## src/rtl/lc3_decode_pkg.sv

```systemverilog
// Shared opcodes, control-field encodings and the decoded-instruction bundle
// used by the buffered LC-3 decode stage.
package lc3_decode_pkg;

  localparam int unsigned INSTR_W = 16;
  localparam int unsigned E_W     = 6;
  localparam int unsigned W_W     = 2;

  localparam logic [3:0] OP_BR  = 4'b0000;
  localparam logic [3:0] OP_ADD = 4'b0001;
  localparam logic [3:0] OP_LD  = 4'b0010;
  localparam logic [3:0] OP_ST  = 4'b0011;
  localparam logic [3:0] OP_AND = 4'b0101;
  localparam logic [3:0] OP_LDR = 4'b0110;
  localparam logic [3:0] OP_STR = 4'b0111;
  localparam logic [3:0] OP_NOT = 4'b1001;
  localparam logic [3:0] OP_LDI = 4'b1010;
  localparam logic [3:0] OP_STI = 4'b1011;
  localparam logic [3:0] OP_JMP = 4'b1100;
  localparam logic [3:0] OP_LEA = 4'b1110;

  localparam logic [1:0] ALU_ADD = 2'd0;
  localparam logic [1:0] ALU_AND = 2'd1;
  localparam logic [1:0] ALU_NOT = 2'd2;

  localparam logic [1:0] PC1_NONE = 2'd0;
  localparam logic [1:0] PC1_OFF9 = 2'd1;
  localparam logic [1:0] PC1_OFF6 = 2'd2;
  localparam logic [1:0] PC1_BASE = 2'd3;

  localparam logic [1:0] WB_ALU  = 2'd0;
  localparam logic [1:0] WB_MEM  = 2'd1;
  localparam logic [1:0] WB_ADDR = 2'd2;

  // Everything about one instruction except its next PC, whose width is a
  // parameter of the top and is therefore stored alongside.
  typedef struct packed {
    logic [INSTR_W-1:0] ir;
    logic [E_W-1:0]     e_ctrl;
    logic [W_W-1:0]     w_ctrl;
    logic               m_ctrl;
    logic               illegal;
  } dec_bundle_t;

  function automatic logic [E_W-1:0] pack_e(input logic [1:0] alu,
                                            input logic [1:0] pc1,
                                            input logic       pc2,
                                            input logic       op2);
    return {alu, pc1, pc2, op2};
  endfunction

endpackage

```

## src/rtl/lc3_decode_logic.sv

```systemverilog
// Combinational LC-3 instruction decoder. Optional feature macro:
// LC3_DECODE_ILLEGAL_EN flags the unsupported opcodes through illegal.
module lc3_decode_logic
  import lc3_decode_pkg::*;
(
  input  logic [INSTR_W-1:0] instr,
  output dec_bundle_t        dec
);

  logic [3:0] opcode;
  logic       reg_op2;

  assign opcode  = instr[15:12];
  // Immediate-mode bit clear means the second operand comes from a register.
  assign reg_op2 = ~instr[5];

  always_comb begin
    dec         = '0;
    dec.ir      = instr;
    case (opcode)
      OP_ADD: dec.e_ctrl = pack_e(ALU_ADD, PC1_NONE, 1'b0, reg_op2);
      OP_AND: dec.e_ctrl = pack_e(ALU_AND, PC1_NONE, 1'b0, reg_op2);
      OP_NOT: dec.e_ctrl = pack_e(ALU_NOT, PC1_NONE, 1'b0, reg_op2);
      OP_BR:  dec.e_ctrl = pack_e(ALU_ADD, PC1_OFF9, 1'b1, 1'b0);
      OP_JMP: dec.e_ctrl = pack_e(ALU_ADD, PC1_BASE, 1'b0, 1'b0);
      OP_LD: begin
        dec.e_ctrl = pack_e(ALU_ADD, PC1_OFF9, 1'b1, 1'b0);
        dec.w_ctrl = WB_MEM;
      end
      OP_LDR: begin
        dec.e_ctrl = pack_e(ALU_ADD, PC1_OFF6, 1'b0, 1'b0);
        dec.w_ctrl = WB_MEM;
      end
      OP_LDI: begin
        dec.e_ctrl = pack_e(ALU_ADD, PC1_OFF9, 1'b1, 1'b0);
        dec.w_ctrl = WB_MEM;
        dec.m_ctrl = 1'b1;
      end
      OP_LEA: begin
        dec.e_ctrl = pack_e(ALU_ADD, PC1_OFF9, 1'b1, 1'b0);
        dec.w_ctrl = WB_ADDR;
      end
      OP_ST:  dec.e_ctrl = pack_e(ALU_ADD, PC1_OFF9, 1'b1, 1'b0);
      OP_STR: dec.e_ctrl = pack_e(ALU_ADD, PC1_OFF6, 1'b0, 1'b0);
      OP_STI: begin
        dec.e_ctrl = pack_e(ALU_ADD, PC1_OFF9, 1'b1, 1'b0);
        dec.m_ctrl = 1'b1;
      end
      default: begin
`ifdef LC3_DECODE_ILLEGAL_EN
        dec.illegal = 1'b1;
`else
        dec.illegal = 1'b0;
`endif
      end
    endcase
  end

endmodule

```

## src/rtl/lc3_decode_buffered.sv

```systemverilog
// LC-3 decode stage with a BUF_DEPTH-entry decoded-instruction FIFO and
// valid/ready handshakes. Optional feature macro: LC3_DECODE_ILLEGAL_EN.
module lc3_decode_buffered
  import lc3_decode_pkg::*;
#(
  parameter int unsigned NPC_W     = 16,
  parameter int unsigned BUF_DEPTH = 2
) (
  input  logic                           clock,
  input  logic                           reset,
  input  logic                           flush,
  input  logic                           in_valid,
  output logic                           in_ready,
  input  logic [INSTR_W-1:0]             in_instr,
  input  logic [NPC_W-1:0]               in_npc,
  output logic                           out_valid,
  input  logic                           out_ready,
  output logic [INSTR_W-1:0]             IR,
  output logic [NPC_W-1:0]               npc_out,
  output logic [E_W-1:0]                 E_Control,
  output logic [W_W-1:0]                 W_Control,
  output logic                           Mem_Control,
  output logic                           illegal_op,
  output logic [$clog2(BUF_DEPTH+1)-1:0] occupancy
);

  localparam int unsigned PTR_W = (BUF_DEPTH > 1) ? $clog2(BUF_DEPTH) : 1;
  localparam int unsigned CNT_W = $clog2(BUF_DEPTH + 1);

  dec_bundle_t in_dec;

  dec_bundle_t      buf_q     [BUF_DEPTH];
  dec_bundle_t      buf_d     [BUF_DEPTH];
  logic [NPC_W-1:0] npc_buf_q [BUF_DEPTH];
  logic [NPC_W-1:0] npc_buf_d [BUF_DEPTH];

  logic [PTR_W-1:0] rd_ptr_q, rd_ptr_d;
  logic [PTR_W-1:0] wr_ptr_q, wr_ptr_d;
  logic [CNT_W-1:0] count_q, count_d;
  logic             in_ready_q, in_ready_d;
  logic             out_valid_q, out_valid_d;
  dec_bundle_t      head_q, head_d;
  logic [NPC_W-1:0] head_npc_q, head_npc_d;

  logic push;
  logic pop;

  lc3_decode_logic u_decode (
    .instr (in_instr),
    .dec   (in_dec)
  );

  assign push = in_valid && in_ready_q && !flush;
  assign pop  = out_valid_q && out_ready && !flush;

  // FIFO bookkeeping; the head registers are loaded from the post-update
  // storage so a push into an emptying FIFO lands on the head directly.
  always_comb begin
    buf_d       = buf_q;
    npc_buf_d   = npc_buf_q;
    rd_ptr_d    = rd_ptr_q;
    wr_ptr_d    = wr_ptr_q;
    count_d     = count_q;
    head_d      = head_q;
    head_npc_d  = head_npc_q;

    if (push) begin
      buf_d[wr_ptr_q]     = in_dec;
      npc_buf_d[wr_ptr_q] = in_npc;
      wr_ptr_d            = wr_ptr_q + PTR_W'(1);
    end
    if (pop) begin
      rd_ptr_d = rd_ptr_q + PTR_W'(1);
    end
    case ({push, pop})
      2'b10:   count_d = count_q + CNT_W'(1);
      2'b01:   count_d = count_q - CNT_W'(1);
      default: count_d = count_q;
    endcase

    if (flush) begin
      rd_ptr_d = '0;
      wr_ptr_d = '0;
      count_d  = '0;
    end

    if (count_d != '0) begin
      head_d     = buf_d[rd_ptr_d];
      head_npc_d = npc_buf_d[rd_ptr_d];
    end

    out_valid_d = (count_d != '0);
    in_ready_d  = (count_d != CNT_W'(BUF_DEPTH));
  end

  always_ff @(posedge clock) begin
    if (reset) begin
      for (int i = 0; i < BUF_DEPTH; i++) begin
        buf_q[i]     <= '0;
        npc_buf_q[i] <= '0;
      end
      rd_ptr_q    <= '0;
      wr_ptr_q    <= '0;
      count_q     <= '0;
      in_ready_q  <= 1'b1;
      out_valid_q <= 1'b0;
      head_q      <= '0;
      head_npc_q  <= '0;
    end else begin
      buf_q       <= buf_d;
      npc_buf_q   <= npc_buf_d;
      rd_ptr_q    <= rd_ptr_d;
      wr_ptr_q    <= wr_ptr_d;
      count_q     <= count_d;
      in_ready_q  <= in_ready_d;
      out_valid_q <= out_valid_d;
      head_q      <= head_d;
      head_npc_q  <= head_npc_d;
    end
  end

  assign in_ready    = in_ready_q;
  assign out_valid   = out_valid_q;
  assign occupancy   = count_q;
  assign IR          = head_q.ir;
  assign npc_out     = head_npc_q;
  assign E_Control   = head_q.e_ctrl;
  assign W_Control   = head_q.w_ctrl;
  assign Mem_Control = head_q.m_ctrl;
  assign illegal_op  = head_q.illegal;

endmodule

```

## config.mk

```make
export PLATFORM = sky130hd
export DESIGN_NAME = lc3_decode_buffered
export DESIGN_NICKNAME = d
export VERILOG_FILES = /design/src/rtl/lc3_decode_pkg.sv /design/src/rtl/lc3_decode_logic.sv /design/src/rtl/lc3_decode_buffered.sv
export SDC_FILE = /design/constraint.sdc
export NUM_CORES = 1
export LEC_CHECK = 0
export CAP_MARGIN = 40
export CORE_MARGIN = 1.5
export CORE_UTILIZATION = 55
export DETAILED_ROUTE_END_ITERATION = 6
export DONT_BUFFER_PORTS = 1
export HOLD_SLACK_MARGIN = 0.12
export PLACE_DENSITY = 0.69
export SETUP_SLACK_MARGIN = 0.5
export SLEW_MARGIN = 20
export SYNTH_ARGS = -nofsm -noshare
export SYNTH_HDL_FRONTEND = slang
export SYNTH_SLANG_ARGS = --single-unit
```

## constraint.sdc

```tcl
create_clock -name clock -period 3.5 [get_ports clock]
set_input_delay 1.05 -clock clock [delete_from_list [all_inputs] [get_ports clock]]
set_output_delay 1.05 -clock clock [all_outputs]
set_load 0.01 [all_outputs]
```

==> out/results.ini <==
[pwr]
p_leak_nw = 2.50
power_w = 0.00327
ir_drop_v = 0.000333
power_density_nw_per_um2 = 518

[critical_path]
crit_type = input port to register
cp_max_fo = 28
end_kind = register
cp.arrival_ns = 2.90
worstSetupStartpointType = input port
required_ns = 3.97

[sta]
layout_min_cycle_time_ns = 2.43
slew_viol_final = 0
timing_worst_slew_pin_value_ns = 0.738
max_freq_ghz = 0.412
rsz0062_at_grt = false
finalSetupViolations = 0
maxSlewHeadroom = 0.508
hold_viol_final = 0
fin_crit_sh = 0.694
final.setup_skew_ns = 0.00743
fin_setup_tns_ns = 0

[finish]
final_core_util = 0.611
final_nets = 678
fillers = 881
layout_commonest_cell = nand2_1
n_antenna_cell = 0
syn2layout_area_growth_pct = 7.35
drive_gt1_frac = 0.0922
final_cell_area_um2 = 6310
layout_common_cells = nand2_1 (145), dfxtp_1 (132), nor2_1 (87), a21oi_1 (70), mux2i_1 (41)
instances_no_fill = 787

[clocking]
numCtsBuffers = 17
worstSkewPairLatency_ns = 0.52
htree_levels = 4
postCtsHoldBufs = 0
tritoncts = done
clk_path_buf_depth = 2
clock-sinks = 132
clock-root-buffer = clkbuf_8
cts_resized = 0
post_cts_buffers = 0
clkSlewWorstSetupHoldPaths_ns = 0.06

[synth]
yosysSeqAreaShare = 0.450
synth_edf_count = 0
avgSynthCellArea_um2 = 8.82
synth_warnings = 0
ys_types = 52
synthCells = 666
async_reset_ff_frac = 0
ys_ff_latch = 132
synth_area_um2 = 5880
syn-num-nets = 704
ys.flop_type = dfxtp_1

[detailed_routing]
vias = 4652
final_antenna_net_count = 0
wl_um = 13800
vias_per_cell = 5.91
drc = 0
wl_per_cell_um = 17.5
drtPass1Iterations = 7
drt_first_iter_violations = 405

[placement]
place_area_um2 = 5830
gp_congestion = 0.799
io_buffers = 0
hpwl_um = 8270
dp_cells = 757

[floorplanning]
fp.dieH_um = 106
start_util = 0.569
ios = 83
coreArea_um2 = 10300
die-area_um2 = 11300
die_x_um = 106
fp-row-count = 37

[worst_hold_path]
hp-class = register to register

[global_route]
grt_overflow = 0
track_usage = 0.252
antenna_found_initial = 0
grt_pass1_wl_um = 22000
first_global_vias = 4350
grt_max_degree = 90

[status]
outcome = complete, no violations

[flow_run]
drv_cap = 0

==> cells by family (layout without fill, tap and decap cells) <==
logic type      Yosys count  after routing  synth area share
compound gates          166            166             0.213
xor+xnor                  3              3           0.00575
fa+ha+maj                 1              1           0.00213
buf+inv                  57             42            0.0624
flops                   132            132             0.450
mux                      42             42            0.0717
simple gates            265            265             0.196
==> final timing paths <==
| kind | from | endpoint | slack, ns | cells past startpoint |
|---|---|---|---|---|
| worst max-delay path | out_ready | IR[8]$_SDFFE_PP0P_ | 1.07 | 8 |
| worst min-delay path | npc_buf_q[2]$_SDFF_PP0_ | npc_buf_q[2]$_SDFF_PP0_ | 0.45 | 2 |
| worst max register to register | out_valid$_SDFF_PP0_ | IR[8]$_SDFFE_PP0P_ | 1.13 | 8 |
| worst min register to register | npc_buf_q[2]$_SDFF_PP0_ | npc_buf_q[2]$_SDFF_PP0_ | 0.45 | 2 |
==> cell usage after synthesis (4+ instances only) <==
master	count	area, µm²
buf_2	17	85.1
mux2i_1	41	410
o21bai_1	32	240
nand3_1	4	20.0
buf_4	8	60.1
nor2b_1	4	25.0
buf_6	13	146
dfxtp_1	132	2640
clkbuf_1	17	63.8
nor2_1	87	327
o21ai_0	4	20.0
a211oi_4	4	80.1
a32o_1	38	380
a21oi_1	70	350
nand2_1	145	544
nand3b_1	4	30.0
==> power breakdown <==
group          leakage, nW  internal (W)  switching, W
registers             1.07       0.00155     0.0000340
clock network        0.245      0.000869      0.000599
logic                 1.19     0.0000946      0.000124
total                 2.50       0.00251      0.000757
==> layout make-up <==
class | instances | area [µm²] | share of cell area
flip-flops and latches | 132 | 2640 | 0.419
well taps | 136 | 170 | 0.0270
clock buffers | 23 | 447 | 0.0708
multi-input cells | 477 | 2870 | 0.456
repair buffers | 12 | 140 | 0.0222
clock inverters | 7 | 35.0 | 0.00555
==> through the flow <==
stage / setup WS [ns] / hold slack [ns]
6_report: 1.07 / 0.451
5_1_grt: 0.968 / 0.463
4_1_cts: 1.08 / 0.449
3_5_place_dp: 0.533 / 0.441
3_3_place_gp: 0.620 / 0.422
2_1_floorplan: 0.662 / 0.413
==> registers in the layout, indices dropped and copies added (netlist names), 2 cells and up <==
register and cells:
npc_out 16, W_Control 2, E_Control 6, occupancy 2, npc_buf_q 32, IR 16, buf_q 52
==> metal layers <==
layer	up-vias	global-route usage	share of wire
met4	0	0.0878	0.011
met1	2237	0.301	0.43
met3	15	0.0999	0.083
li1	2261	-	-
met2	139	0.408	0.48
met5	-	0	0
==> worst max-delay path, cell delays in order <==
cell	delay, ns
nand2_1	0.16
nor2_1	0.08
ha_1	0.35
nor3b_2	0.40
a211oi_4	0.11
nor2_4	0.34
buf_12	0.25
a32o_1	0.15
No activity file was read; power rests on OpenSTA's default activity.
